## src/rtl/store_rmw_ctrl_pkg.sv

```systemverilog
// Shared definitions for the store read-modify-write sequencer: store size
// codes, FSM state encoding and the alignment check used at request time.
package store_rmw_ctrl_pkg;

  localparam logic [1:0] SZ_WORD = 2'd0;
  localparam logic [1:0] SZ_HALF = 2'd1;
  localparam logic [1:0] SZ_BYTE = 2'd2;
  localparam logic [1:0] SZ_ILL  = 2'd3;

  typedef enum logic [2:0] {
    StIdle,
    StRead,
    StWrite,
    StDone,
    StErr
  } state_e;

  // An illegal size is reported the same way as a misaligned address.
  function automatic logic is_misaligned(input logic [1:0] size, input logic [1:0] addr_lo);
    logic bad;
    case (size)
      SZ_WORD: bad = (addr_lo != 2'b00);
      SZ_HALF: bad = addr_lo[0];
      SZ_BYTE: bad = 1'b0;
      default: bad = 1'b1;
    endcase
    return bad;
  endfunction

endpackage

```

## src/rtl/store_merge.sv

```systemverilog
// Combinational merge of store data into the word read back from memory.
// With STORE_RMW_BYTE_LANE_EN defined the target lane follows the address
// (big-endian lane numbering); otherwise the low lane is always replaced.
module store_merge
  import store_rmw_ctrl_pkg::*;
(
  input  logic [31:0] mdr_i,
  input  logic [31:0] wdata_i,
  input  logic [1:0]  size_i,
  input  logic [1:0]  addr_lo_i,
  output logic [31:0] merged_o
);

`ifndef STORE_RMW_BYTE_LANE_EN
  logic unused_addr_lo;
  assign unused_addr_lo = ^addr_lo_i;
`endif

  // Select which lanes of the old word are replaced by the low lane of wdata.
  always_comb begin
    merged_o = wdata_i;
    case (size_i)
      SZ_HALF: begin
`ifdef STORE_RMW_BYTE_LANE_EN
        merged_o = addr_lo_i[1] ? {mdr_i[31:16], wdata_i[15:0]}
                                : {wdata_i[15:0], mdr_i[15:0]};
`else
        merged_o = {mdr_i[31:16], wdata_i[15:0]};
`endif
      end
      SZ_BYTE: begin
`ifdef STORE_RMW_BYTE_LANE_EN
        case (addr_lo_i)
          2'd0:    merged_o = {wdata_i[7:0], mdr_i[23:0]};
          2'd1:    merged_o = {mdr_i[31:24], wdata_i[7:0], mdr_i[15:0]};
          2'd2:    merged_o = {mdr_i[31:16], wdata_i[7:0], mdr_i[7:0]};
          default: merged_o = {mdr_i[31:8], wdata_i[7:0]};
        endcase
`else
        merged_o = {mdr_i[31:8], wdata_i[7:0]};
`endif
      end
      default: merged_o = wdata_i;
    endcase
  end

endmodule

```

## src/rtl/store_rmw_ctrl.sv

```systemverilog
// Store sequencer for sw/sh/sb: word stores write directly, sub-word stores
// read the target word, merge and write back. All outputs are flops loaded
// from the next-state decode so nothing is combinational from start.
// Optional build macro: STORE_RMW_BYTE_LANE_EN (address-selected merge lane,
// word-aligned memory address).
module store_rmw_ctrl
  import store_rmw_ctrl_pkg::*;
#(
  parameter int unsigned MEM_LAT = 1
) (
  input  logic        clk,
  input  logic        reset,
  input  logic        start,
  input  logic [1:0]  size,
  input  logic [31:0] addr,
  input  logic [31:0] wdata,
  input  logic [31:0] mem_rdata,
  output logic [31:0] mem_addr,
  output logic [31:0] mem_wdata,
  output logic        mem_wr,
  output logic        busy,
  output logic        done,
  output logic        misalign
);

  localparam int unsigned CntW = (MEM_LAT > 1) ? $clog2(MEM_LAT) : 1;
  localparam logic [CntW-1:0] LastCnt = CntW'(MEM_LAT - 1);

  state_e      state_q, state_d;
  logic [31:0] addr_q, addr_d;
  logic [1:0]  size_q, size_d;
  logic [31:0] wdata_q, wdata_d;
  logic [31:0] mdr_q, mdr_d;
  logic [CntW-1:0] cnt_q, cnt_d;
  logic [31:0] mem_addr_q, mem_addr_d;
  logic [31:0] mem_wdata_q, mem_wdata_d;
  logic        mem_wr_q, mem_wr_d;
  logic        busy_q, busy_d;
  logic        done_q, done_d;
  logic        misalign_q, misalign_d;
  logic [31:0] merged;

  // Merge works on next-state values so the write data is ready as WRITE begins.
  store_merge u_merge (
    .mdr_i     (mdr_d),
    .wdata_i   (wdata_d),
    .size_i    (size_d),
    .addr_lo_i (addr_d[1:0]),
    .merged_o  (merged)
  );

  // Next-state sequencing and request latch.
  always_comb begin
    state_d = state_q;
    addr_d  = addr_q;
    size_d  = size_q;
    wdata_d = wdata_q;
    mdr_d   = mdr_q;
    cnt_d   = cnt_q;
    case (state_q)
      StIdle: begin
        if (start) begin
          addr_d  = addr;
          size_d  = size;
          wdata_d = wdata;
          cnt_d   = '0;
          if (is_misaligned(size, addr[1:0])) begin
            state_d = StErr;
          end else if (size == SZ_WORD) begin
            state_d = StWrite;
          end else begin
            state_d = StRead;
          end
        end
      end
      StRead: begin
        if (cnt_q == LastCnt) begin
          mdr_d   = mem_rdata;
          cnt_d   = '0;
          state_d = StWrite;
        end else begin
          cnt_d = cnt_q + 1'b1;
        end
      end
      StWrite: state_d = StDone;
      StDone:  state_d = StIdle;
      StErr:   state_d = StIdle;
      default: state_d = StIdle;
    endcase
  end

  // Output decode from the next state, registered below.
  always_comb begin
    mem_addr_d  = '0;
    mem_wdata_d = '0;
    mem_wr_d    = (state_d == StWrite);
    busy_d      = (state_d != StIdle);
    done_d      = (state_d == StDone);
    misalign_d  = (state_d == StErr);
    if (state_d == StRead || state_d == StWrite) begin
`ifdef STORE_RMW_BYTE_LANE_EN
      mem_addr_d = {addr_d[31:2], 2'b00};
`else
      mem_addr_d = addr_d;
`endif
    end
    if (state_d == StWrite) begin
      mem_wdata_d = merged;
    end
  end

  // State and output registers with synchronous reset.
  always_ff @(posedge clk) begin
    if (reset) begin
      state_q     <= StIdle;
      addr_q      <= '0;
      size_q      <= '0;
      wdata_q     <= '0;
      mdr_q       <= '0;
      cnt_q       <= '0;
      mem_addr_q  <= '0;
      mem_wdata_q <= '0;
      mem_wr_q    <= 1'b0;
      busy_q      <= 1'b0;
      done_q      <= 1'b0;
      misalign_q  <= 1'b0;
    end else begin
      state_q     <= state_d;
      addr_q      <= addr_d;
      size_q      <= size_d;
      wdata_q     <= wdata_d;
      mdr_q       <= mdr_d;
      cnt_q       <= cnt_d;
      mem_addr_q  <= mem_addr_d;
      mem_wdata_q <= mem_wdata_d;
      mem_wr_q    <= mem_wr_d;
      busy_q      <= busy_d;
      done_q      <= done_d;
      misalign_q  <= misalign_d;
    end
  end

  assign mem_addr  = mem_addr_q;
  assign mem_wdata = mem_wdata_q;
  assign mem_wr    = mem_wr_q;
  assign busy      = busy_q;
  assign done      = done_q;
  assign misalign  = misalign_q;

endmodule

```

## config.mk

```make
export PLATFORM = sky130hd
export DESIGN_NAME = store_rmw_ctrl
export DESIGN_NICKNAME = d
export VERILOG_FILES = /design/src/rtl/store_rmw_ctrl_pkg.sv /design/src/rtl/store_merge.sv /design/src/rtl/store_rmw_ctrl.sv
export SDC_FILE = /design/constraint.sdc
export NUM_CORES = 1
export LEC_CHECK = 0
export ABC_AREA = 1
export ABC_CLOCK_PERIOD_IN_PS = 6000
export BUFFER_PORTS_ARGS = -buffer_cell sky130_fd_sc_hd__buf_2
export CORE_UTILIZATION = 50
export CTS_BUF_LIST = sky130_fd_sc_hd__clkbuf_8 sky130_fd_sc_hd__clkbuf_16
export DETAILED_ROUTE_END_ITERATION = 8
export MAX_ROUTING_LAYER = met4
export PLACE_DENSITY_LB_ADDON = 0.08
export SLEW_MARGIN = 25
export SYNTH_ARGS = -nofsm -noshare
export SYNTH_HDL_FRONTEND = slang
export SYNTH_HIERARCHICAL = 1
export SYNTH_SLANG_ARGS = --single-unit
```

## constraint.sdc

```tcl
create_clock -name clk -period 6 [get_ports clk]
set_input_delay 0.6 -clock clk [delete_from_list [all_inputs] [get_ports clk]]
set_output_delay 0.6 -clock clk [all_outputs]
set_load 0.05 [all_outputs]
```

# Yosys cells after proc, flatten, opt, wreduce, memory -nomap -nowiden
# Index checks and enable logic that the tools add are counted.
# totals
register_bits	170
latch_bits	0
ramBits	0
rom_bits	0
input_bits	101
output_inout_bits	68
elab_cells	58
n_memories	0
# op_classes
add_sub_neg	1
n_mul	0
div	0
order_cmp	0
eq_ne	11
shifts	0
n_mux	20
bitwise_logic	3
n_reduce_logical	10
# op_table
cell	count
two-way mux 32 bit	6
case mux 32 bit (2 select lines)	1
== test 3 x 2 -> 1 bit (second input constant)	3
two-way mux 3 bit	3
case mux 3 bit (3 select lines)	1
== test 3 x 1 -> 1 bit (second input constant)	2
two-way mux 2 bit	3
== test 2 x 1 -> 1 bit (second input constant)	2
== test 2 bit (second input constant)	2
two-way mux 1 bit	4
AND reduction 2 bit	2
nonzero test 2 bit	2
OR reduction 2 bit	2
== test 3 bit (second input constant)	1
logical NOT 3 bit	1
NOT 1 bit	3
case mux 1 bit (3 select lines)	1
nonzero test 3 bit	1
logical NOT 2 bit	1
inequality test 2 bit (second input constant)	1
case mux 1 bit (2 select lines)	1
adder 1 bit (second input constant)	1
logical OR 1 bit	1

# Longest topological paths before layout
# depth
ltp_word	11
ltp_mapped	18
mapped_depth_nobuf	15

# Modules after synthesis
# The synthesis kept the hierarchy.
# modules_own_cells
module	instances	cells_each	area_per_inst_um2	seq_area_each_um2
store_rmw_ctrl	1	704	5894.4	3383.2
store_merge	1	127	584.3	0.0

# Worst setup path after synthesis
# OpenSTA, ideal clock, no wires.
# synth_timing
kind	input -> register
from	input start
to	register mem_wdata_q[11], in the netlist mem_wdata[11]
setup_time_ns	0.116
arrival_ns	2.224
t_required_ns	5.884
setup_slack_ns	3.660
cell_stages	16
n_path_buf	3
cell_sequence	inv_1 > nor2_2 > nand2_4 > inv_2 > buf_4 > or2_2 > o21ai_2 > inv_1 > inv_1 > ha_1 > clkbuf_2 > buf_4 > o21ai_0 > nand2_1 > inv_1 > nor2_1
# synth_between
elab_cells_between_ends	12
classes_between	3 x eq/ne; 7 x mux; 1 x bitwise; 1 x reduce/logical
# synth_lines
element	line_no	rtl
from (decl)	store_rmw_ctrl.sv:13	input logic start,
two-way mux 2 bit (*)	store_rmw_ctrl.sv:62	if (start) begin
two-way mux 2 bit (*)	store_rmw_ctrl.sv:60	case (state_q)
net size_d[0]	store_rmw_ctrl.sv:31	logic [1:0] size_q, size_d;
== test 2 bit / == test 2 x 1 -> 1 bit (equally long branches)	store_merge.sv:22	case (size_i)
case mux 32 bit (2 select lines) (*)	store_merge.sv:22	
net merged[11]	store_rmw_ctrl.sv:41	logic [31:0] merged;
to (signal assigned)	store_rmw_ctrl.sv:135	mem_wdata_q <= mem_wdata_d;
to (decl)	store_rmw_ctrl.sv:36	logic [31:0] mem_wdata_q, mem_wdata_d;
# Mark *: on every way through the listed nets, which the timed path passes. The rest lies on a longest branch.
# A chain may end at the register's enable or synchronous reset.

# Final worst setup path
# layout_timing
from	register state_q[0]
to	register mem_wdata_q[25], in the netlist mem_wdata[25]
# layout_between
elab_cells_between_ends	15
classes_between	5 x eq/ne; 7 x mux; 1 x bitwise; 2 x reduce/logical
# layout_lines
element	line_no	rtl
from (decl)	store_rmw_ctrl.sv:29	state_e state_q, state_d;
from (signal assigned)	store_rmw_ctrl.sv:115	state_q <= StIdle;
from (signal assigned)	store_rmw_ctrl.sv:128	state_q <= state_d;
logical NOT 3 bit (*)	store_rmw_ctrl.sv:60	
two-way mux 2 bit (*)	store_rmw_ctrl.sv:60	
net size_d[1]	store_rmw_ctrl.sv:31	
== test 2 bit / == test 2 x 1 -> 1 bit (equally long branches)	store_merge.sv:22	
case mux 32 bit (2 select lines) (*)	store_merge.sv:22	
net merged[25]	store_rmw_ctrl.sv:41	
# Marked as above.

==> results.cfg <==
[sta]
hold_slack_ns = 0.437
finalSetupViolCount = 0
rsz0062_at_grt = no
max_freq_ghz = 0.279
worstMarginPinSlew_ns = 1.01
finalWorstSetupSlack_ns = 2.41
period_share = 0.598
max_slew_margin = 0.328
setup_tns_ns = 0
finalCriticalPeriod_ns = 3.59
slew_violations = 0
hold_viol_final = 0
skew_ns = 0.00566

[min_path]
hold_depth = 3
min_from = addr[16]
hold_end = addr_q[16]$_SDFF_PP0_
hold_path_class = in2reg

[layout]
nNetsFinal = 1017
fill_cells = 1127
fin_cells = 1074
synthToLayoutAreaGrowth_pct = 21.0
drive_above_1_share = 0.247

[logic_synthesis]
syn_inst = 781
postSynthAreaPerCell_sq_um = 7.88
synth_area_sq_um = 6150
yosysWarnings = 6
synth_nets = 884

[critical_path]
r2r-start = state_q[0]$_SDFF_PP0_
cp-start-kind = flip-flop
worst-path-buf-inv = 4
r2r_slack_ns = 2.41
crit_path_top_delay_cell = nand2_4
cpPeakStageDelay_ns = 0.67
cp_top_family = simple AND/OR/NAND/NOR gates
worstPathCellList = nor2_2 > nand2_4 > inv_2 > or2_2 > o21ai_0 > inv_1 > ha_1 > buf_4 > nor2_1 > nand2_1 > nand2_1 > inv_1 > nor2_1
r2r_cells = 13
path_class = reg2reg
regToRegEndpoint = mem_wdata[25]$_SDFF_PP0_
crit_fanout = 68
critPathArrivalTime_ns = 3.89
path_depth = 13
critical_path_required_ns = 6.30
worstSetupEndpointType = flip-flop

[detailed_routing]
wl_per_cell_um = 11.9
via_count = 4897
dr.pass1.iters = 5
drt_iter0_drc = 234
antenna_left = 0
wirelength_mm = 12.8
drc = 0
avgViaCountPerCell = 4.56

[die]
rows = 40
dieArea_sq_um = 12700
initial_core_util = 0.512
fp.dieH_um = 113
ios = 169
die_w_um = 113
core-area_sq_um = 12000

[place]
hpwlAfterDp_mm = 8.50
gp_congestion = 0.817
dp_slack_ns = 2.03
dp.cells = 1042
port_buffers = 160

[clocking]
worstSkewPairLatency_ns = 0.41
cts_buffers = 17
cts_tree = yes
cts-resized-gates = 0
h-tree-depth = 4
clk_path_buf_depth = 2
post-cts-setup-buffers = 0
cts.sinks = 161
clkSlewWorstSetupHoldPaths_ns = 0.06
cts_root_buf = clkbuf_16
hold_buffers = 0

[global_route]
grt_start_max_net_pins = 95
grt-ovfl-total = 0
grt_use_met3 = 0.0712
busiest_layer = met2
met2_usage = 0.355
grt_pass1_vias = 4606
track_usage = 0.214
antenna_found_initial = 1
grtUsageMet1 = 0.235
grt_pass1_wl_mm = 20.6

[status]
status = complete, no violations

[job]
cap_viol_max_count = 0

[power_and_ir_drop]
p_per_area_nw_per_um2 = 400
total_power_w = 0.00298
total_leakage_power_nw = 4.17
irDropWorstVdd_uv = 217
## worst register-to-register path, stage by stage (launching register included)
cell and delay (ns):
dfxtp_1 0.41, nor2_2 0.10, nand2_4 0.67, inv_2 0.49, or2_2 0.42, o21ai_0 0.13
inv_1 0.12, ha_1 0.45, buf_4 0.37, nor2_1 0.09, nand2_1 0.09, nand2_1 0.06
inv_1 0.05, nor2_1 0.04
## final cells by class
type | instances | area (sq um) | area share
inverters | 147 | 552 | 0.0742
well taps | 147 | 184 | 0.0247
multi-input cells | 425 | 2070 | 0.278
repair buffers | 162 | 818 | 0.110
flip-flops and latches | 161 | 3220 | 0.433
clock buffers | 19 | 453 | 0.0609
diodes | 1 | 2.50 | 0.000336
clock inverters | 12 | 143 | 0.0192
## cells in the final DEF, fill, tap and decap left out
| cell | count |
|---|---|
| dfxtp_1 | 161 |
| or2_1 | 17 |
| o21ai_1 | 20 |
| nand2_2 | 2 |
| clkbuf_8 | 2 |
| mux2i_1 | 30 |
| clkbuf_16 | 17 |
| a21oi_1 | 3 |
| diode_2 | 1 |
| buf_4 | 3 |
| nor2_1 | 164 |
| clkinv_2 | 4 |
| nand2_1 | 92 |
| buf_2 | 159 |
| nor2_2 | 12 |
| nor2_4 | 1 |
| bufinv_16 | 3 |
| or2_0 | 3 |
| nor3_1 | 1 |
| inv_2 | 2 |
| ha_1 | 2 |
| clkinvlp_4 | 1 |
| clkinv_4 | 2 |
| inv_1 | 147 |
| or2_2 | 16 |
| nand3_1 | 11 |
| o21ai_0 | 46 |
| o21ai_2 | 2 |
| nand3_2 | 1 |
| nand2_4 | 2 |
## how the worst max path moves through the flow
stage,endpoint,startpoint
2_1_floorplan,mem_wdata[11]$_SDFF_PP0_,start
3_3_place_gp,mem_wdata[23]$_SDFF_PP0_,start
3_5_place_dp,mem_wdata[23]$_SDFF_PP0_,start
4_1_cts,mem_wdata[23]$_SDFF_PP0_,state_q[0]$_SDFF_PP0_
5_1_grt,mem_wdata[24]$_SDFF_PP0_,state_q[0]$_SDFF_PP0_
6_report,mem_wdata[25]$_SDFF_PP0_,state_q[0]$_SDFF_PP0_
## registers in the layout, summed over array words and instances, names as in the netlist
| name | cells |
|---|---|
| wdata_q | 32 |
| mem_wr | 1 |
| size_q | 2 |
| mem_wdata | 32 |
| addr_q | 32 |
| mdr_q | 24 |
| done | 1 |
| busy | 1 |
| state_q | 3 |
| misalign | 1 |
| mem_addr | 32 |
## metal layers
metal / up-vias / routed length [um]
met1: 2202 / 5550
li1: 2550 / -
met4: 0 / 202
met2: 126 / 6310
met3: 19 / 735
met5: - / 0
## through the flow
stage	cell area (sq um)	utilization
finish	7440	0.619
global route	7440	0.619
CTS	7440	0.619
detailed placement	6840	0.570
global placement	6840	0.570
floorplan	6150	-
## power breakdown
| part | internal, W | switching, W |
|---|---|---|
| Clock | 0.000669 | 0.000412 |
| Combinational | 0.000221 | 0.000474 |
| Sequential | 0.00117 | 0.0000262 |
No activity file was read; power rests on OpenSTA's default activity.
